### config.mk
export PLATFORM = sky130hd
export DESIGN_NAME = div_sequencer_flat
export DESIGN_NICKNAME = d
export VERILOG_FILES = /design/src/rtl/div_sequencer_if.sv /design/src/rtl/div_sequencer.sv /design/src/flat_wrapper.sv
export SDC_FILE = /design/constraint.sdc
export NUM_CORES = 1
export LEC_CHECK = 0
export BUFFER_PORTS_ARGS = -buffer_cell sky130_fd_sc_hd__buf_4
export CORE_AREA = 2 2 42 52
export DETAILED_ROUTE_END_ITERATION = 6
export DIE_AREA = 0 0 44 54
export HOLD_SLACK_MARGIN = 0.1
export PLACE_DENSITY = 0.65
export SYNTH_ARGS = -nofsm -noshare
export SYNTH_HDL_FRONTEND = slang
export SYNTH_SLANG_ARGS = --single-unit
### constraint.sdc
create_clock -name clk -period 1.41 [get_ports clk]
set_input_delay 0.141 -clock clk [delete_from_list [all_inputs] [get_ports clk]]
set_output_delay 0.141 -clock clk [all_outputs]
set_load 0.05 [all_outputs]
### src/rtl/div_sequencer_if.sv
// rtl/div_sequencer_if.sv - divider sequencer to bitslice row control interface
// Master is the sequencer; slave is the bitslice row together with the host start/done side.
interface div_sequencer_if;
  logic start;
  logic op1_sign;
  logic op2_sign;
  logic op1_zero;
  logic trial_cout;
  logic load_acc;
  logic store_acc;
  logic load_divh;
  logic load_divl;
  logic inv_op1;
  logic op1_inv_cin;
  logic inv_op2;
  logic op2_inv_cin;
  logic acc_inv_cin;
  logic inv_result;
  logic result_inv_cin;
  logic inv_rem;
  logic result_np_0;
  logic store_quot;
  logic store_rem;
  logic busy;
  logic done;
  logic div_zero;

  modport master (
    input  start, op1_sign, op2_sign, op1_zero, trial_cout,
    output load_acc, store_acc, load_divh, load_divl,
    output inv_op1, op1_inv_cin, inv_op2, op2_inv_cin, acc_inv_cin,
    output inv_result, result_inv_cin, inv_rem, result_np_0,
    output store_quot, store_rem, busy, done, div_zero
  );

  modport slave (
    output start, op1_sign, op2_sign, op1_zero, trial_cout,
    input  load_acc, store_acc, load_divh, load_divl,
    input  inv_op1, op1_inv_cin, inv_op2, op2_inv_cin, acc_inv_cin,
    input  inv_result, result_inv_cin, inv_rem, result_np_0,
    input  store_quot, store_rem, busy, done, div_zero
  );
endinterface

### src/rtl/div_sequencer.sv
// rtl/div_sequencer.sv - control FSM for a signed restoring bitslice divider row
// Loads operand magnitudes, runs WIDTH trial-subtract/shift steps, then sign-corrects and stores.
module div_sequencer #(
  parameter int WIDTH = 8,
  parameter int CW    = 4
) (
  input  logic           clk,
  input  logic           rst,
  div_sequencer_if.master bus
);

  typedef enum logic [2:0] {IDLE, LOAD, ITER, STORE, DONE} state_t;

  localparam logic [CW-1:0] LAST = CW'(WIDTH - 1);

  state_t        state;
  state_t        state_nxt;
  logic [CW-1:0] cnt;
  logic          s1;
  logic          s2;
  logic          z;

  always_ff @(posedge clk or posedge rst) begin
    if (rst) begin
      state <= IDLE;
      cnt   <= '0;
      s1    <= 1'b0;
      s2    <= 1'b0;
      z     <= 1'b0;
    end else begin
      state <= state_nxt;
      case (state)
        IDLE: begin
          if (bus.start) begin
            s1 <= bus.op1_sign;
            s2 <= bus.op2_sign;
            z  <= bus.op1_zero;
          end
        end
        LOAD: cnt <= '0;
        // Saturate at the last iteration so the counter never reaches WIDTH.
        ITER: if (cnt != LAST) cnt <= cnt + CW'(1);
        default: ;
      endcase
    end
  end

  always_comb begin
    state_nxt          = state;
    bus.load_acc       = 1'b0;
    bus.store_acc      = 1'b0;
    bus.load_divh      = 1'b0;
    bus.load_divl      = 1'b0;
    bus.inv_op1        = 1'b0;
    bus.op1_inv_cin    = 1'b0;
    bus.inv_op2        = 1'b0;
    bus.op2_inv_cin    = 1'b0;
    bus.acc_inv_cin    = 1'b0;
    bus.inv_result     = 1'b0;
    bus.result_inv_cin = 1'b0;
    bus.inv_rem        = 1'b0;
    bus.result_np_0    = 1'b1;
    bus.store_quot     = 1'b0;
    bus.store_rem      = 1'b0;
    bus.busy           = 1'b0;
    bus.done           = 1'b0;
    bus.div_zero       = 1'b0;
    case (state)
      IDLE: begin
        if (bus.start) state_nxt = LOAD;
      end
      LOAD: begin
        bus.busy        = 1'b1;
        bus.load_acc    = 1'b1;
        bus.store_acc   = 1'b1;
        bus.load_divh   = 1'b1;
        bus.load_divl   = 1'b1;
        bus.inv_op1     = s1;
        bus.op1_inv_cin = s1;
        bus.inv_op2     = s2;
        bus.op2_inv_cin = s2;
        state_nxt       = z ? STORE : ITER;
      end
      ITER: begin
        // No borrow keeps the difference; a borrow restores by shifting only.
        bus.busy        = 1'b1;
        bus.acc_inv_cin = 1'b1;
        bus.load_divh   = bus.trial_cout;
        bus.result_np_0 = ~bus.trial_cout;
        if (cnt == LAST) state_nxt = STORE;
      end
      STORE: begin
        bus.busy = 1'b1;
        if (!z) begin
          bus.store_quot     = 1'b1;
          bus.store_rem      = 1'b1;
          bus.inv_result     = s1 ^ s2;
          bus.result_inv_cin = s1 ^ s2;
          bus.inv_rem        = s2;
        end
        state_nxt = DONE;
      end
      DONE: begin
        bus.done     = 1'b1;
        bus.div_zero = z;
        state_nxt    = IDLE;
      end
      default: state_nxt = IDLE;
    endcase
  end

endmodule

### src/flat_wrapper.sv
// flat-port wrapper written by rule: the top's interface ports become plain ports
module div_sequencer_flat 
#(
  parameter int WIDTH = 8,
  parameter int CW    = 4
)
  (clk, rst, bus_start, bus_op1_sign, bus_op2_sign, bus_op1_zero, bus_trial_cout, bus_load_acc, bus_store_acc, bus_load_divh, bus_load_divl, bus_inv_op1, bus_op1_inv_cin, bus_inv_op2, bus_op2_inv_cin, bus_acc_inv_cin, bus_inv_result, bus_result_inv_cin, bus_inv_rem, bus_result_np_0, bus_store_quot, bus_store_rem, bus_busy, bus_done, bus_div_zero);
  div_sequencer_if bus_i ();
  input  logic clk;
  input  logic rst;
  input wire logic [$bits(bus_i.start)-1:0] bus_start;
  input wire logic [$bits(bus_i.op1_sign)-1:0] bus_op1_sign;
  input wire logic [$bits(bus_i.op2_sign)-1:0] bus_op2_sign;
  input wire logic [$bits(bus_i.op1_zero)-1:0] bus_op1_zero;
  input wire logic [$bits(bus_i.trial_cout)-1:0] bus_trial_cout;
  output wire logic [$bits(bus_i.load_acc)-1:0] bus_load_acc;
  output wire logic [$bits(bus_i.store_acc)-1:0] bus_store_acc;
  output wire logic [$bits(bus_i.load_divh)-1:0] bus_load_divh;
  output wire logic [$bits(bus_i.load_divl)-1:0] bus_load_divl;
  output wire logic [$bits(bus_i.inv_op1)-1:0] bus_inv_op1;
  output wire logic [$bits(bus_i.op1_inv_cin)-1:0] bus_op1_inv_cin;
  output wire logic [$bits(bus_i.inv_op2)-1:0] bus_inv_op2;
  output wire logic [$bits(bus_i.op2_inv_cin)-1:0] bus_op2_inv_cin;
  output wire logic [$bits(bus_i.acc_inv_cin)-1:0] bus_acc_inv_cin;
  output wire logic [$bits(bus_i.inv_result)-1:0] bus_inv_result;
  output wire logic [$bits(bus_i.result_inv_cin)-1:0] bus_result_inv_cin;
  output wire logic [$bits(bus_i.inv_rem)-1:0] bus_inv_rem;
  output wire logic [$bits(bus_i.result_np_0)-1:0] bus_result_np_0;
  output wire logic [$bits(bus_i.store_quot)-1:0] bus_store_quot;
  output wire logic [$bits(bus_i.store_rem)-1:0] bus_store_rem;
  output wire logic [$bits(bus_i.busy)-1:0] bus_busy;
  output wire logic [$bits(bus_i.done)-1:0] bus_done;
  output wire logic [$bits(bus_i.div_zero)-1:0] bus_div_zero;
  assign bus_i.start = bus_start;
  assign bus_i.op1_sign = bus_op1_sign;
  assign bus_i.op2_sign = bus_op2_sign;
  assign bus_i.op1_zero = bus_op1_zero;
  assign bus_i.trial_cout = bus_trial_cout;
  assign bus_load_acc = bus_i.load_acc;
  assign bus_store_acc = bus_i.store_acc;
  assign bus_load_divh = bus_i.load_divh;
  assign bus_load_divl = bus_i.load_divl;
  assign bus_inv_op1 = bus_i.inv_op1;
  assign bus_op1_inv_cin = bus_i.op1_inv_cin;
  assign bus_inv_op2 = bus_i.inv_op2;
  assign bus_op2_inv_cin = bus_i.op2_inv_cin;
  assign bus_acc_inv_cin = bus_i.acc_inv_cin;
  assign bus_inv_result = bus_i.inv_result;
  assign bus_result_inv_cin = bus_i.result_inv_cin;
  assign bus_inv_rem = bus_i.inv_rem;
  assign bus_result_np_0 = bus_i.result_np_0;
  assign bus_store_quot = bus_i.store_quot;
  assign bus_store_rem = bus_i.store_rem;
  assign bus_busy = bus_i.busy;
  assign bus_done = bus_i.done;
  assign bus_div_zero = bus_i.div_zero;
  div_sequencer #(.WIDTH(WIDTH), .CW(CW)) u_core (.clk(clk), .rst(rst), .bus(bus_i));
endmodule
Yosys cells after proc, flatten, opt, wreduce, memory -nomap -nowiden. Cells that the tools add are included.

Add/sub/neg operators: 1. Multiply operators: 0. Divide/modulo/power cells: 0. $lt $le $gt $ge: 0. Equality and inequality tests: 9. Shift operators: 0. Mux-type cells: 21. Bitwise operators: 2. Reduce and logical (&&, ||, !) cells: 6.

Operator list (count): 2-to-1 mux 1 bit (15); case mux 3 bit (4 select lines) (1); case mux 4 bit (2 select lines) (1); equality test 3 x 2 -> 1 bit, second input constant (2); 2-to-1 mux 3 bit (2); AND reduction 2 bit (3); adder 4 x 1 -> 4 bit, second input constant (1); equality test 4 x 3 -> 1 bit, second input constant (1); 2-to-1 mux 4 bit (1); != test 2 x 1 -> 1 bit, second input constant (2); != test 4 x 3 -> 1 bit, second input constant (1); equality test 3 x 1 -> 1 bit, second input constant (1); equality test 3 bit, second input constant (1); zero test 3 bit (1); OR reduction 3 bit (1); != test 2 bit, second input constant (1); case mux 1 bit (2 select lines) (1); nonzero test 2 bit (1); NOT 1 bit (1); XOR 1 bit (1).

Register bits: 10. Latch bits: 0. Bits in writable memories: 0. ROM bits: 0. Input port bits: 7. Output and inout port bits: 18. Word-level logic and storage cells: 44. Memories: 0.

Longest topological paths before layout. Gate-level depths: netlist of the first run.

Depth in word-level cells: 3. Mapped depth: 5. Mapped depth without buffers: 4.

Least setup slack after synthesis of the first run. Ideal clock, no wire load.

Path type: reg2out. Start point: reg u_core.state[2]. End point: out bus_result_inv_cin. Arrival time: 2.204 ns. Required time: 1.269 ns. Slack: -0.935 ns. Cell stages (with the launch flop): 4. Cell sequence: dfrtp_1 -> nand3b_1 -> nor3_1 -> buf_4.

Word-level cells in the longest chain between the ends: 2.

Ends and longest elaborated chain: start, declared (RTL line div_sequencer.sv:16) `state_t state;`; start signal, assigned (RTL line div_sequencer.sv:31) `state <= state_nxt;`; equality test 3 x 2 -> 1 bit; 2-to-1 mux 1 bit; end, declared (RTL line flat_wrapper.sv:26) `output wire logic [$bits(bus_i.result_inv_cin)-1:0] bus_result_inv_cin;`.

No other way between the ends.

Worst setup path in the final report of the first run.
Start point: reg u_core.state[2]. End point: out bus_op1_inv_cin.

Word-level cells in the longest chain between the ends: 2.

Ends and longest elaborated chain: equality test 3 x 1 -> 1 bit (RTL line div_sequencer.sv:68) `case (state)`; 2-to-1 mux 1 bit (RTL line div_sequencer.sv:68); end, declared (RTL line flat_wrapper.sv:21) `output wire logic [$bits(bus_i.op1_inv_cin)-1:0] bus_op1_inv_cin;`.

No other way between the ends.

==> flow_summary_export.csv, run 1 <==
group,metric,value,unit
final_layout,antennaDiodeCount,0,
synth,yosysSeqAreaShare,0.416,
timing,slew_viol_final,0,
route,wl_per_cell,12.4,µm
floorplanning,initial_core_util,0.311,
critical_path,r2r_setup_slack,-0.08,ns
critical_path,cp.arrival,1.52,ns
clock_tree,h-tree-depth,1,
critical_path,worstRegToRegCells,7,
critical_path,cp.required,1.27,ns
placement,routabilityCongestion,0.804,
final_layout,syn_to_final_growth,96.9,%
critical_path,startpoint_type,"flip-flop",
clock_tree,clkLatencyLatePin,0.27,ns
grt,grt.overflow.total,0,
critical_path,path_class,"flip-flop to output pin",
timing,clock_skew,0.00297,ns
flow_run,maxCapViolCount,0,
route,routed_wirelength,1490,µm
timing,rsz0062_at_grt,"true",
power_and_ir_drop,total_power,3280,µW
critical_path,slowest_stage,"dfrtp_2",
timing,fin_crit_sh,1.18,
route,viasPerCell,4.63,
route,drt_iter0_markers,1,
synth,ys_warn_count,0,
critical_path,path_max_fanout,4,
final_layout,final_cell_mix,"16 x buf_4, 16 x buf_6, 11 x buf_8, 8 x dfrtp_1, 6 x nand2_1",
power_and_ir_drop,powerDensity,2770,nW/µm²
synth,yosys-top-cells-area,"dfrtp_1 42%, buf_4 7.5%, mux2_2 5.6%, mux2i_1 5.0%, nand2_1 5.0%",
timing,finalHoldViolCount,0,
floorplanning,placementRows,18,
route,antenna_left,0,
synth,syn-num-nets,67,
clock_tree,tritoncts,"yes",
status,outcome,"complete, but fails checks",
timing,fmax,0.602,GHz
placement,port_buffers,24,
synth,syn_area,602,µm²
timing,fin_crit,1.66,ns
power_and_ir_drop,switching_share,0.462,
grt,grt_pass1_vias,541,
power_and_ir_drop,power_leakage,0.000587,µW
critical_path,r2r-end,"u_core.cnt[2]$_DFFE_PP0P_",
final_layout,nets,109,
worst_hold_path,hold_path_end,"u_core.s2$_DFFE_PP0P_",
grt,antenna_found_initial,0,
synth,synth_cell_types,24,
worst_hold_path,min_path_type,"input pin to flip-flop",
floorplanning,pin_count,25,
route,dr.pass1.iters,3,
power_and_ir_drop,p_seq_frac,0.168,
route,vias,555,
power_and_ir_drop,pwr-share-comb,0.754,
worst_hold_path,hold_start,"bus_op2_sign",
floorplanning,die_width,44,µm
grt,grt_pass1_wl,2280,µm
worst_hold_path,hold-path-cell-count,2,
synth,syn_avg_cell_area,10.2,µm²
status,violations,"negative setup slack",
final_layout,n_fill_cell,145,
critical_path,critPathMaxStageDelay,0.43,ns
final_layout,layout-drive-gt1-share,0.710,
floorplanning,core,1940,µm²
floorplanning,dieArea,2380,µm²
timing,worst_pin_slew,0.368,ns
critical_path,end_kind,"output pin",
power_and_ir_drop,p_int,1760,µW
grt,grt_usage,0.135,
timing,fin_ws,-0.251,ns
timing,setup_viol,22,
power_and_ir_drop,ir_worst_vdd,1.40,mV
clock_tree,clk_pin_slew,0.07,ns
power_and_ir_drop,p_sw,1520,µW
synth,synth_top_area_share,0.416,
grt,grt_max_degree,11,
placement,dp_cells,106,
clock_tree,tritoncts.num_buffers,3,
route,drc_errors,0,
clock_tree,clockRootBuffer,"clkbuf_4",
floorplanning,die_h,54,µm
synth,synth-seq-cells,10,
synth,syn_inst,59,
power_and_ir_drop,power_frac_clock,0.079,
clock_tree,cts.sinks,10,
placement,dpl.hpwl,1000,µm
timing,slew_headroom,0.754,
synth,yosys.area.top_type,"dfrtp_1",
critical_path,rr_startpoint,"u_core.state[2]$_DFFE_PP0P_",
final_layout,fin_cells,120,
critical_path,cp_cell_sequence,"or3b_4 -> clkinvlp_4 -> and2_4 -> buf_6",
clock_tree,clk_path_buf_depth,2,
## stage by stage
stage	hold WS [ns]	setup TNS, ns	setup WS, ns	util	instance area [µm²]
floorplan	-0.0189	-3.70	-0.375	-	686
global placement	0.153	-0.307	-0.0515	0.459	888
detailed placement	0.145	-0.371	-0.0565	0.459	888
CTS	0.103	-3.49	-0.253	0.573	1110
global route	0.104	-4.77	-0.288	0.612	1180
finish	0.105	-3.46	-0.251	0.612	1180
## state kept, by name (all words and copies together), names as in the netlist
name and count:
u_core.s1 1, u_core.s2 1, u_core.cnt 4, u_core.state 3, u_core.z 1
## final cells by class
| class | instances | area [µm²] | share of cell area |
|---|---|---|---|
| inverters | 3 | 15.0 | 0.0127 |
| repair buffers | 44 | 475 | 0.401 |
| clock buffers | 4 | 36.3 | 0.0306 |
| well taps | 20 | 25.0 | 0.0211 |
| flip-flops and latches | 10 | 253 | 0.213 |
| multi-input cells | 39 | 380 | 0.321 |
## timing repair
action,in CTS,in global routing
hold buffers,1,0
setup buffers,8,2
pin swaps,5,7
endpoints found under the setup margin,22,26
hold endpoints to repair,10,0
gates resized for setup,31,19
## cells in the mapped netlist
master and number:
mux2i_1 3, and3_1 1, nor4b_4 1, o22ai_1 1
nand4_1 1, inv_1 3, nor3_1 2, and2_1 4
buf_4 6, and3b_1 1, o21ai_2 1, and4_2 1
xnor2_1 1, nor2_1 4, nand3b_1 1, nor3b_4 1
dfrtp_1 10, mux2_2 3, or3b_4 1, a21oi_1 1
or2_2 2, ha_1 1, nand2_1 8, clkbuf_2 1
## per-layer routing
metal / global-route usage / up-vias / part of all wire
met4: 0.0909 / 0 / 0.032
li1: - / 276 / -
met2: 0.265 / 14 / 0.58
met3: 0.0201 / 4 / 0.033
met5: 0 / - / 0
met1: 0.126 / 261 / 0.36
## worst max-delay path, delay by kind of cell (launching register included)
kind	cells	cell delay, ns
buf+inv	2	0.26
simple gates	2	0.57
flops	1	0.43
## power by group through the flow
stage               combinational [µW]  clock (µW)  sequential (µW)
CTS                               2270         264              542
detailed placement                1820           0              560
global route                      2600         276              571
global placement                  1810           0              556
finish                            2470         258              550
floorplan                         1410           0              538
## kinds of logic (layout without fill, tap and decap cells)
| logic type | count (synthesis) | in the layout | synth area share |
|---|---|---|---|
| mux | 6 | 6 | 0.106 |
| simple gates | 28 | 28 | 0.308 |
| fa+ha+maj | 1 | 1 | 0.0208 |
| xor+xnor | 1 | 1 | 0.0146 |
| flops | 10 | 10 | 0.416 |
| compound gates | 3 | 3 | 0.0333 |
| buf+inv | 10 | 51 | 0.102 |
## how the worst max path moves through the flow
stage | from | end | slack [ns] | depth (start not counted)
floorplan | u_core.state[2]$_DFFE_PP0P_ | bus_op1_inv_cin | -0.38 | 4
global placement | u_core.state[0]$_DFFE_PP0P_ | bus_inv_op1 | -0.05 | 4
detailed placement | u_core.state[0]$_DFFE_PP0P_ | bus_inv_op2 | -0.06 | 4
CTS | u_core.state[2]$_DFFE_PP0P_ | bus_inv_op2 | -0.25 | 4
global route | u_core.state[2]$_DFFE_PP0P_ | bus_load_divl | -0.29 | 4
finish | u_core.state[2]$_DFFE_PP0P_ | bus_op1_inv_cin | -0.25 | 4
(Power assumes the default switching activity.)
==> run 2, diff against run 1 <==
--- a/config.mk
+++ b/config.mk
@@ -9,6 +9,7 @@
 export CORE_AREA = 2 2 42 52
 export DETAILED_ROUTE_END_ITERATION = 6
 export DIE_AREA = 0 0 44 54
+export GPL_TIMING_DRIVEN = 0
 export HOLD_SLACK_MARGIN = 0.1
 export PLACE_DENSITY = 0.65
 export SYNTH_ARGS = -nofsm -noshare
==> flow_summary_export.csv, run 2 (synthesis results as in run 1) <==
group,metric,value,unit
status,outcome,"complete, but fails checks",
status,violations,"negative setup slack",
route,drc_errors,0,
timing,slew_viol_final,0,
timing,rsz0062_at_grt,"true",
final_layout,nets,112,
critical_path,path_class,"flip-flop to output pin",
final_layout,final_common_cell,"buf_4",
clock_tree,clk_pin_slew,0.07,ns
final_layout,final_cell_mix,"21 x buf_4, 14 x buf_8, 11 x buf_6, 7 x dfrtp_1, 6 x nand2_1",
critical_path,cp.required,1.27,ns
critical_path,cp.arrival,1.63,ns
clock_tree,clockRootBuffer,"clkbuf_4",
timing,fin_crit,1.77,ns
grt,grt_pass1_vias,561,
floorplanning,placementRows,18,
route,viasPerCell,4.82,
route,drt_iter0_markers,4,
floorplanning,dieArea,2380,µm²
final_layout,antennaDiodeCount,0,
floorplanning,die_width,44,µm
clock_tree,clkLatencyLatePin,0.26,ns
route,wl_per_cell,13.6,µm
critical_path,crit_family,"simple AND/OR/NAND/NOR gates",
grt,grt.overflow.total,0,
critical_path,rr_startpoint,"u_core.state[2]$_DFFE_PP0P_",
critical_path,cp_cell_sequence,"or3b_4 -> clkinvlp_4 -> and2_4 -> buf_8 -> buf_8",
floorplanning,die_h,54,µm
clock_tree,tritoncts,"yes",
timing,fmax,0.564,GHz
flow_run,maxCapViolCount,0,
timing,fin_ws,-0.362,ns
worst_hold_path,hold_start,"bus_op2_sign",
critical_path,path_common_cell,"buf_8",
final_layout,reg_top3,"u_core.cnt: 4 flops, u_core.state: 3 flops",
route,antenna_left,0,
critical_path,worstRegToRegCells,3,
critical_path,end_kind,"output pin",
route,vias,593,
grt,antenna_found_initial,0,
clock_tree,tritoncts.num_buffers,3,
critical_path,cp-startpoint,"u_core.state[2]$_DFFE_PP0P_",
timing,setup_viol,25,
timing,fin_crit_sh,1.26,
critical_path,startpoint_type,"flip-flop",
power_and_ir_drop,power_leakage,0.000591,µW
grt,grt_max_degree,11,
route,dr.pass1.iters,3,
power_and_ir_drop,ir_worst_vdd,0.964,mV
timing,worst_pin_slew,0.401,ns
timing,tns,-4.48,ns
placement,routabilityCongestion,0.758,
grt,grt_pass1_wl,2460,µm
placement,dpl.hpwl,938,µm
critical_path,cp.buffers_inverters,3,
worst_hold_path,min_path_type,"input pin to flip-flop",
worst_hold_path,hold-path-cell-count,2,
floorplanning,pin_count,25,
final_layout,stdcell_area,1190,µm²
final_layout,n_fill_cell,148,
clock_tree,clk_path_buf_depth,2,
power_and_ir_drop,powerDensity,2700,nW/µm²
timing,clock_skew,0.00888,ns
floorplanning,core,1940,µm²
critical_path,critPathMaxStageDelay,0.46,ns
critical_path,slowest_stage,"dfrtp_2",
placement,port_buffers,24,
final_layout,regMostFlops,"u_core.cnt",
grt,grt_usage,0.147,
critical_path,crit_cells,5,
clock_tree,h-tree-depth,1,
clock_tree,cts.sinks,10,
critical_path,path_max_fanout,6,
timing,slew_headroom,0.732,
timing,finalHoldViolCount,0,
floorplanning,initial_core_util,0.311,
route,routed_wirelength,1680,µm
final_layout,layout-drive-gt1-share,0.709,
placement,place_area,891,µm²
final_layout,syn_to_final_growth,98.3,%
final_layout,largest_reg_flops,4,
## run 2: cell count changes in the layout (fill, tap and decap cells not counted), sizes merged
cell / change
buf: +3
## run 2: stage by stage
stage | std cells | hold WS (ns) | setup WS, ns | utilization | total power, µW
floorplan | 59 | -0.0189 | -0.375 | - | 1950
global placement | 103 | 0.155 | -0.236 | 0.460 | 2320
detailed placement | 103 | 0.159 | -0.236 | 0.460 | 2340
CTS | 122 | 0.107 | -0.363 | 0.601 | 3130
global route | 123 | 0.118 | -0.435 | 0.616 | 3400
finish | 123 | 0.121 | -0.362 | 0.616 | 3230
## run 2: layout make-up
| cell class | instances | area, µm² | area share |
|---|---|---|---|
| buffer | 5 | 56.3 | 0.0472 |
| clock buffer | 4 | 26.3 | 0.0220 |
| inverter | 3 | 15.0 | 0.0126 |
| multi-input combinational | 39 | 372 | 0.311 |
| sequential | 10 | 254 | 0.213 |
| tap | 20 | 25.0 | 0.0210 |
| timing repair buffer | 42 | 445 | 0.373 |
## run 2: per-layer routing
layer | GRT usage | wire, µm | part of all wire | vias to the layer above
li1 | - | - | - | 285
met1 | 0.139 | 610 | 0.36 | 290
met2 | 0.292 | 973 | 0.58 | 14
met3 | 0.0101 | 40 | 0.024 | 4
met4 | 0.106 | 53 | 0.032 | 0
met5 | 0 | 0 | 0 | -
## run 2: power by group
part / internal (µW) / total [µW] / switching, µW
clock: 109 / 206 / 97.2
combinational: 1180 / 2450 / 1270
sequential: 411 / 568 / 157
## run 2: final timing paths
check                                              endpoint  slack (ns)
worst max-delay path                        bus_op1_inv_cin       -0.36
worst min-delay path                  u_core.s2$_DFFE_PP0P_        0.12
worst max register to register        u_core.s1$_DFFE_PP0P_       -0.10
worst min register to register    u_core.cnt[0]$_DFFE_PP0P_        0.54
max in group asynchronous       u_core.state[1]$_DFFE_PP0P_        0.67
min in group asynchronous         u_core.cnt[3]$_DFFE_PP0P_        0.42
## run 2: timing repair
item,in CTS,in global routing
hold buffers,1,0
setup endpoints to repair,19,27
cloned,0,0
hold endpoints to repair,10,0
buffers inserted,15,3
gates resized for setup,35,9
pin swaps,6,2
